--- src/rtl/program_counter_stack.sv ---
// Fetch-stage program counter with increment, jump, relative branch and CALL/RET
// through a small return-address stack; fault latches any stack over/underflow attempt.
module program_counter_stack #(
  parameter int unsigned       ADDR_W      = 11,
  parameter int unsigned       STACK_DEPTH = 4,
  parameter logic [ADDR_W-1:0] RESET_VEC   = '0
) (
  input  logic                             clk,
  input  logic                             reset,
  input  logic                             enable,
  input  logic [2:0]                       op,
  input  logic [ADDR_W-1:0]                in,
  output logic [ADDR_W-1:0]                pc,
  output logic [$clog2(STACK_DEPTH+1)-1:0] depth,
  output logic                             stack_empty,
  output logic                             stack_full,
  output logic                             fault
);

  localparam int unsigned DEPTH_W = $clog2(STACK_DEPTH + 1);

  typedef enum logic [2:0] {
    OpHold   = 3'b000,
    OpInc    = 3'b001,
    OpLoad   = 3'b010,
    OpBranch = 3'b011,
    OpCall   = 3'b100,
    OpRet    = 3'b101,
    OpSoft   = 3'b110,
    OpRsvd   = 3'b111
  } op_e;

  logic [ADDR_W-1:0]  pc_q, pc_d;
  logic [DEPTH_W-1:0] depth_q, depth_d;
  logic               fault_q, fault_d;
  logic [ADDR_W-1:0]  stack_q [STACK_DEPTH];
  logic [ADDR_W-1:0]  stack_d [STACK_DEPTH];
  logic [ADDR_W-1:0]  pc_inc;
  logic [ADDR_W-1:0]  top;
  logic               full, empty;

  assign pc_inc = pc_q + ADDR_W'(1);
  assign full   = (depth_q == DEPTH_W'(STACK_DEPTH));
  assign empty  = (depth_q == '0);

  // Top-of-stack read; the loop keeps the index compare width-exact.
  always_comb begin
    top = '0;
    for (int i = 0; i < int'(STACK_DEPTH); i++) begin
      if (DEPTH_W'(i) == depth_q - DEPTH_W'(1)) top = stack_q[i];
    end
  end

  always_comb begin
    pc_d    = pc_q;
    depth_d = depth_q;
    fault_d = fault_q;
    stack_d = stack_q;
    if (enable) begin
      case (op_e'(op))
        OpInc:    pc_d = pc_inc;
        OpLoad:   pc_d = in;
        // Unsigned add of a two's-complement offset wraps identically to a signed add.
        OpBranch: pc_d = pc_q + in;
        OpCall: begin
          if (full) begin
            fault_d = 1'b1;
          end else begin
            for (int i = 0; i < int'(STACK_DEPTH); i++) begin
              if (DEPTH_W'(i) == depth_q) stack_d[i] = pc_inc;
            end
            pc_d    = in;
            depth_d = depth_q + DEPTH_W'(1);
          end
        end
        OpRet: begin
          if (empty) begin
            fault_d = 1'b1;
          end else begin
            pc_d    = top;
            depth_d = depth_q - DEPTH_W'(1);
          end
        end
        OpSoft: begin
          pc_d    = RESET_VEC;
          depth_d = '0;
          fault_d = 1'b0;
        end
        default: ;
      endcase
    end
  end

  always_ff @(posedge clk or posedge reset) begin
    if (reset) begin
      pc_q    <= RESET_VEC;
      depth_q <= '0;
      fault_q <= 1'b0;
      for (int i = 0; i < int'(STACK_DEPTH); i++) stack_q[i] <= '0;
    end else begin
      pc_q    <= pc_d;
      depth_q <= depth_d;
      fault_q <= fault_d;
      stack_q <= stack_d;
    end
  end

  assign pc          = pc_q;
  assign depth       = depth_q;
  assign stack_empty = empty;
  assign stack_full  = full;
  assign fault       = fault_q;

endmodule
--- config.mk ---
export PLATFORM = sky130hd
export DESIGN_NAME = program_counter_stack
export DESIGN_NICKNAME = d
export VERILOG_FILES = /design/src/rtl/program_counter_stack.sv
export SDC_FILE = /design/constraint.sdc
export NUM_CORES = 1
export LEC_CHECK = 0
export ABC_AREA = 1
export CORE_MARGIN = 1.5
export CORE_UTILIZATION = 45
export DETAILED_ROUTE_END_ITERATION = 10
export DONT_BUFFER_PORTS = 1
export SYNTH_ARGS = -nofsm -noshare
export SYNTH_HDL_FRONTEND = slang
export SYNTH_SLANG_ARGS = --single-unit
--- constraint.sdc ---
create_clock -name clk -period 2.3 [get_ports clk]
set_input_delay 0.23 -clock clk [delete_from_list [all_inputs] [get_ports clk]]
set_output_delay 0.23 -clock clk [all_outputs]
set_load 0.05 [all_outputs]
==> results by group, run 1 <==
Synth
  • Mapped Nets: 620
  • Syn Inst Count: 581
  • Warnings, synthesis: 0
  • Synth Cell Area: 3950 µm²
  • Syn_area_per_cell: roughly 6.8 µm²
  • Seq/Total Area, Yosys: 37.4%
  • Netlist cell types: 32
  • Register bit count reported by yosys: 59
  • Synth top area share: 37.4%
  • Leading area contributor after synthesis: dfrtp_1
  • Synth area leaders: dfrtp_1 37%, nand2_1 19%, o21ai_0 6.7%

Pwr
  • Pwr dens: 1270 nW/µm²
  • Post-layout power: roughly 5.7 mW
  • Lkg Pwr: 2.39 nW
  • Peak VDD IR: just under 0.6 mV

Floorplanning
  • Site Rows: 34
  • Io pins: 34
  • Die height: between 90 and 100 µm
  • Core area: about 8600 µm²
  • Full die area: 9350 µm²
  • Initial core utilization: a little under half
  • Die Wd: between 90 and 100 µm

Drt
  • Post-route DRC: 0
  • Routed WL: 11000 µm
  • Avg WL per Cell: about 15 µm
  • Initial DRC Count: 218
  • Detailed Routing Iterations Pass 1: 5
  • Routed Antenna Nets: 0
  • Total number of vias: 3810
  • Via density: 5.28

CTS
  • Clock sink count: 59
  • Number of buffers created by CTS: 9
  • H-tree depth: 3
  • CTS tree: done
  • Clock transition at path regs: 0.07 ns
  • Clock buffer depth: 2
  • Worst-Skew Late Latency: 0.35 ns
  • Clock Tree Root: clkbuf_8

Placement
  • Post-DP HPWL: 8520 µm
  • DP Area: 4240 µm²
  • Final Wtd Congestion: 0.886
  • Port Buffers: 0

Timing
  • Setup violations, final: 0
  • Hold WS: -0.0158 ns
  • Worst Tran Pin Value: 0.762 ns
  • Post-route minimum period: between 2 and 2.5 ns
  • Rel. slew slack: 49.2%
  • Final hold vios: 39
  • Fmax: 469 MHz
  • RSZ-0062 raised after global routing: yes
  • Final period utilization: 92.6%
  • Slew Viols, Final: 0
  • Final setup skew: 0.00580 ns

Critical path
  • Worst Setup End Kind: flop
  • Worst Path Buf+Inv: 3
  • Crit path launch type: flop
  • CP Max Fanout: 7
  • Worst EP arrival: 2.42 ns
  • Worst reg2reg startpoint: depth[0]
  • Crit path kind: reg2reg
  • Reg2Reg Depth: 13
  • CP max stage delay: 0.40 ns
  • Reg2reg end: pc[1]
  • R2R Setup Slk: 0.17 ns
  • Critical-path cell list: inv_1, ha_1, ha_2, nand2_1, clkinvlp_4, buf_4, nor2_1, nand2_1, nand3_1, o211ai_1, nand2_1, nand2_1, nand2_1
  • Most used cell, CP: nand2_1
  • CP delay by family, top: simple AND/OR/NAND/NOR gates
  • CP max stage cell: dfrtp_2
  • Worst EP required: around 2.6 ns

GRT
  • Vias in the first global route: 3715
  • Grt total ovfl: 0
  • Initial antenna violation count: 0
  • Largest net degree at the start of global routing: 60
  • First-pass GRT wire length: 18600 µm
  • Total GRT Usage: 25.0%

Cells and area
  • # diodes: 0
  • Final instance area: 4460 µm²
  • Area grow syn2layout: 12.9%
  • Fill count: 871
  • Sequential cell area: 1480 µm²
  • Multi-input logic area: 2150 µm²
  • Layout cells sized above 1: 9.95%
  • Final nets: 649

Status
  • Status: complete, but fails checks
  • Violations in the final reports: negative hold slack

Run
  • # Max-Cap Violations: 0

Worst hold path
  • Hold WC Path Type: in2async
==> flip-flops by register name, summed over array words and instances, names as in the netlist <==
register  flops
depth         3
fault         1
pc           11
stack_q      44
==> power by group <==
group / leakage (nW) / total (mW) / switching (mW) / internal [mW]
clock: 0.104 / 0.977 / 0.402 / 0.575
combinational: 1.56 / 2.94 / 1.99 / 0.950
sequential: 0.725 / 1.77 / 0.303 / 1.46
total: 2.39 / 5.68 / 2.69 / 2.99
==> layout by cell type, fill, tap and decap left out, types with 4 or more instances in the layout <==
cell type / Yosys / layout
a21oi_1: 20 / 20
a31oi_1: 7 / 7
buf_4: 1 / 29
clkbuf_8: 0 / 12
clkinv_1: 4 / 4
dfrtp_1: 59 / 57
ha_1: 21 / 20
inv_1: 68 / 65
inv_2: 3 / 5
nand2_1: 205 / 205
nand3_1: 51 / 50
nand4_1: 11 / 11
nor2_1: 42 / 42
o21ai_0: 53 / 52
==> worst max path at each step <==
stage,startpoint,to,slack (ns),depth (start not counted)
global placement,depth[0],pc[4],0.19,11
floorplan,depth[0],pc[2],0.06,11
global route,depth[0],pc[8],-0.01,12
detailed placement,depth[0],pc[8],0.16,12
finish,depth[0],pc[1],0.17,13
CTS,depth[0],pc[4],0.15,11
==> through the flow <==
stage	TNS, ns	hold slack, ns	util [%]	worst slack, ns	instances
6_report	0	-0.0158	51.7	0.170	721
5_1_grt	-0.00978	0.0549	51.7	-0.00978	721
4_1_cts	0	0.0154	51.4	0.145	719
3_5_place_dp	0	0.393	49.1	0.163	705
3_3_place_gp	0	0.385	49.1	0.190	705
2_1_floorplan	0	0.419	-	0.0591	581
==> cells by family (layout without fill, tap and decap cells) <==
group,count (synthesis),count (layout),synth area share (%)
AO/OA/AOI/OAI,88,88,11.9
XOR/XNOR,4,4,0.887
adder cells (fa/ha/maj),22,22,7.15
buffers and inverters,86,118,8.55
flip-flops,59,59,37.4
AND/OR/NAND/NOR,322,322,34.2
==> routing by layer <==
| metal | vias to the layer above | GRT usage, % | wire length [µm] |
|---|---|---|---|
| met5 | - | 0 | 0 |
| met4 | 0 | 10.5 | 199 |
| met3 | 18 | 4.55 | 645 |
| met2 | 107 | 37.7 | 4930 |
| met1 | 1759 | 35.4 | 5230 |
| li1 | 1926 | - | - |
==> what timing repair did <==
item / 4_1_cts / 5_1_grt
gates resized for setup: 0 / 5
buffers inserted: 0 / 2
endpoints found under the setup margin: 0 / 8
hold buffers: 0 / 0
==> synth_stat cells (all sizes together) <==
library cell,number
clkbuf,6
a21oi,20
a31oi,7
nand3,52
nor2,43
clkinv,4
nand2,205
o21ai,54
dfrtp,59
o211ai,3
buf,5
xnor2,1
o311ai,1
o22ai,2
ha,21
nor3,4
and2,1
o21bai,1
xor2,3
or2,4
inv,71
fa,1
nand3b,2
nand4,11
==> layout make-up <==
| type | instances | area share [%] |
|---|---|---|
| sequential | 59 | 33.1 |
| tap | 108 | 3.03 |
| timing repair buffer | 29 | 4.88 |
| multi-input combinational | 436 | 48.1 |
| clock inverter | 2 | 0.785 |
| inverter | 75 | 6.39 |
| clock buffer | 12 | 3.70 |
Note: power is estimated with default switching activity, not from simulation.
==> run 2, diff against run 1 <==
--- a/config.mk
+++ b/config.mk
@@ -6,10 +6,13 @@
 export NUM_CORES = 1
 export LEC_CHECK = 0
 export ABC_AREA = 1
+export CELL_PAD_IN_SITES_DETAIL_PLACEMENT = 0
+export CELL_PAD_IN_SITES_GLOBAL_PLACEMENT = 1
 export CORE_MARGIN = 1.5
 export CORE_UTILIZATION = 45
 export DETAILED_ROUTE_END_ITERATION = 10
 export DONT_BUFFER_PORTS = 1
+export PLACE_DENSITY_LB_ADDON = 0.1
 export SYNTH_ARGS = -nofsm -noshare
 export SYNTH_HDL_FRONTEND = slang
 export SYNTH_SLANG_ARGS = --single-unit
==> run 2 against run 1 <==
Against the previous run: the run now ends clean; count of clock-buffer cells in the layout unchanged; clock skew rose by 0.0012 ns; total power up 3.0%; die area did not move; first-iteration DRC count shrank 5.5%; setup slack better by 0.00090 ns; largest cell class unchanged.
==> results by group, run 2 (synthesis gave the netlist of run 1 again) <==
Status
  • Status: finished clean

Timing
  • Fmax: 470 MHz
  • Post-route minimum period: 2.13 ns
  • Final setup skew: 0.00698 ns
  • Final period utilization: 92.6%
  • Rel. slew slack: 63.8%
  • Slew Viols, Final: 0
  • Worst Tran Pin Value: 0.542 ns
  • Final hold vios: 0
  • TNS Setup: 0 ns
  • RSZ-0062 raised after global routing: no
  • Setup violations, final: 0

Floorplanning
  • Initial core utilization: 45.8%
  • Site Rows: 34
  • Full die area: 9350 µm²
  • Die Wd: 96.7 µm
  • Core area: 8640 µm²
  • Die height: approximately 97 µm
  • Io pins: 34

Cells and area
  • Largest Register: stack_q
  • Sequential cell area: 1480 µm²
  • Final instance area: 4530 µm²
  • # diodes: 0
  • Layout cells sized above 1: 10.4%
  • Commonest non-fill, non-tap cell in the layout: nand2_1
  • Final core area utilization: a little over half
  • Fill count: 864
  • Max reg flops: 44
  • Multi-input logic area: 2150 µm²
  • Non-filler cells, final: 726
  • Area grow syn2layout: 14.6%
  • Commonest cells after routing, fill and taps aside: 205 x nand2_1, 66 x inv_1, 57 x dfrtp_1
  • Final nets: 652

GRT
  • Grt total ovfl: 0
  • Vias in the first global route: 3703
  • Initial antenna violation count: 0
  • Total GRT Usage: around 26%
  • First-pass GRT wire length: 19200 µm
  • Routing usage on met3: 4.55%
  • Gr busiest metal: met2
  • Largest net degree at the start of global routing: 36
  • Grt met1 use: 36.8%
  • Met2 Track Usage GR: 39.9%

Drt
  • Post-route DRC: 0
  • Initial DRC Count: roughly 200
  • Via density: approximately 5.3
  • Avg WL per Cell: approximately 16 µm
  • Routed WL: 11500 µm
  • Total number of vias: 3846
  • Detailed Routing Iterations Pass 1: 4
  • Routed Antenna Nets: 0

Pwr
  • Lkg Pwr: roughly 2.4 nW
  • Pwr dens: 1290 nW/µm²
  • Peak VDD IR: 0.521 mV

Placement
  • Final Wtd Congestion: 0.850
  • Port Buffers: 0
  • DP Area: 4260 µm²
  • Placed cells: 707
  • Post-DP HPWL: 9020 µm

Critical path
  • Most used cell, CP: nand2_1
  • CP max stage cell: ha_2
  • CP delay by family, top: adder cells
  • End of the critical path: pc[8]
  • Worst EP arrival: 2.36 ns
  • Worst EP required: 2.53 ns
  • Reg2reg end: pc[8]
  • Worst Path Buf+Inv: 3
  • Start point of the critical path: depth[0]
  • Critical-path cell list: inv_1, ha_1, ha_2, nand2_1, clkinvlp_4, buf_4, nand2_1, nand2_1, nand2_1, a21oi_1, nand2_1, nand2_1, nand2_1
  • WP depth: 13
  • CP Max Fanout: 9
  • Reg2Reg Depth: 13
  • Worst Setup End Kind: flop
  • R2R Setup Slk: 0.17 ns
  • Worst reg2reg startpoint: depth[0]
  • Crit path launch type: flop
  • CP max stage delay: roughly 0.40 ns
  • Crit path kind: reg2reg

CTS
  • CTS tree: done
  • Clock sink count: 59
  • Clock Tree Root: clkbuf_8
  • Clock buffer depth: 2
  • H-tree depth: 3
  • Number of buffers created by CTS: 9
  • Worst-Skew Late Latency: 0.34 ns
  • Clock transition at path regs: 0.07 ns

Worst hold path
  • Hold WC Path Type: in2reg

Run
  • # Max-Cap Violations: 0
-- run 2: changes by cell type in the layout (fill, tap and decap cells not counted), sizes merged --
cell         change
buf              +2
bufinv           +1
clkinvlp         +1
dlygate4sd3      +1
-- run 2: area by class of cell --
type / instances / area share, %
multi-input cells: 436 / 47.4
repair buffers: 32 / 5.63
clock inverters: 4 / 1.60
inverters: 75 / 6.30
clock buffers: 12 / 3.42
flip-flops and latches: 59 / 32.6
well taps: 108 / 2.98
-- run 2: worst reg2reg max path, delay by kind of cell, from the launching register on --
kind,cells,cell delay (ns)
AOI/OAI and AO/OA,1,0.16
and+or+nand+nor,7,0.47
adders and majority gates,2,0.63
DFF,1,0.36
buffers and inverters,3,0.41
-- run 2: timing repair --
| action | CTS | global route |
|---|---|---|
| hold endpoints to repair | 24 | 0 |
| hold buffers | 1 | 0 |
| gates resized for setup | 0 | 4 |
| setup endpoints to repair | 0 | 5 |
| setup buffers | 0 | 2 |
-- run 2: per-layer routing --
metal  vias up  wire length, µm  share of wire [%]
li1       1937                -                  -
met1      1806             5610                 49
met2        84             5160                 45
met3        19              510                4.4
met4         0              183                1.6
met5         -                0                  0
-- run 2: worst min path at each step --
stage	startpoint	endpoint	cells after the start
2_1_floorplan	in[2]	pc[2]	2
3_3_place_gp	reset	depth[2]	1
3_5_place_dp	reset	depth[2]	1
4_1_cts	in[2]	pc[2]	2
5_1_grt	in[2]	pc[2]	2
6_report	in[2]	pc[2]	2
-- run 2: through the flow --
step / hold slack, ns / power (mW) / setup slack, ns
after CTS: 0.0812 / 5.82 / 0.135
after floorplan: 0.419 / 3.81 / 0.0591
final: 0.0853 / 5.85 / 0.171
after detailed placement: 0.199 / 4.71 / 0.156
after global routing: 0.0833 / 6.32 / 0.0100
after global placement: 0.184 / 4.65 / 0.207
-- run 2: power breakdown --
part	switching (mW)	internal [mW]	leakage (nW)
sequential	0.325	1.46	0.725
combinational	1.99	0.969	1.57
clock	0.431	0.668	0.113
total	2.75	3.10	2.41
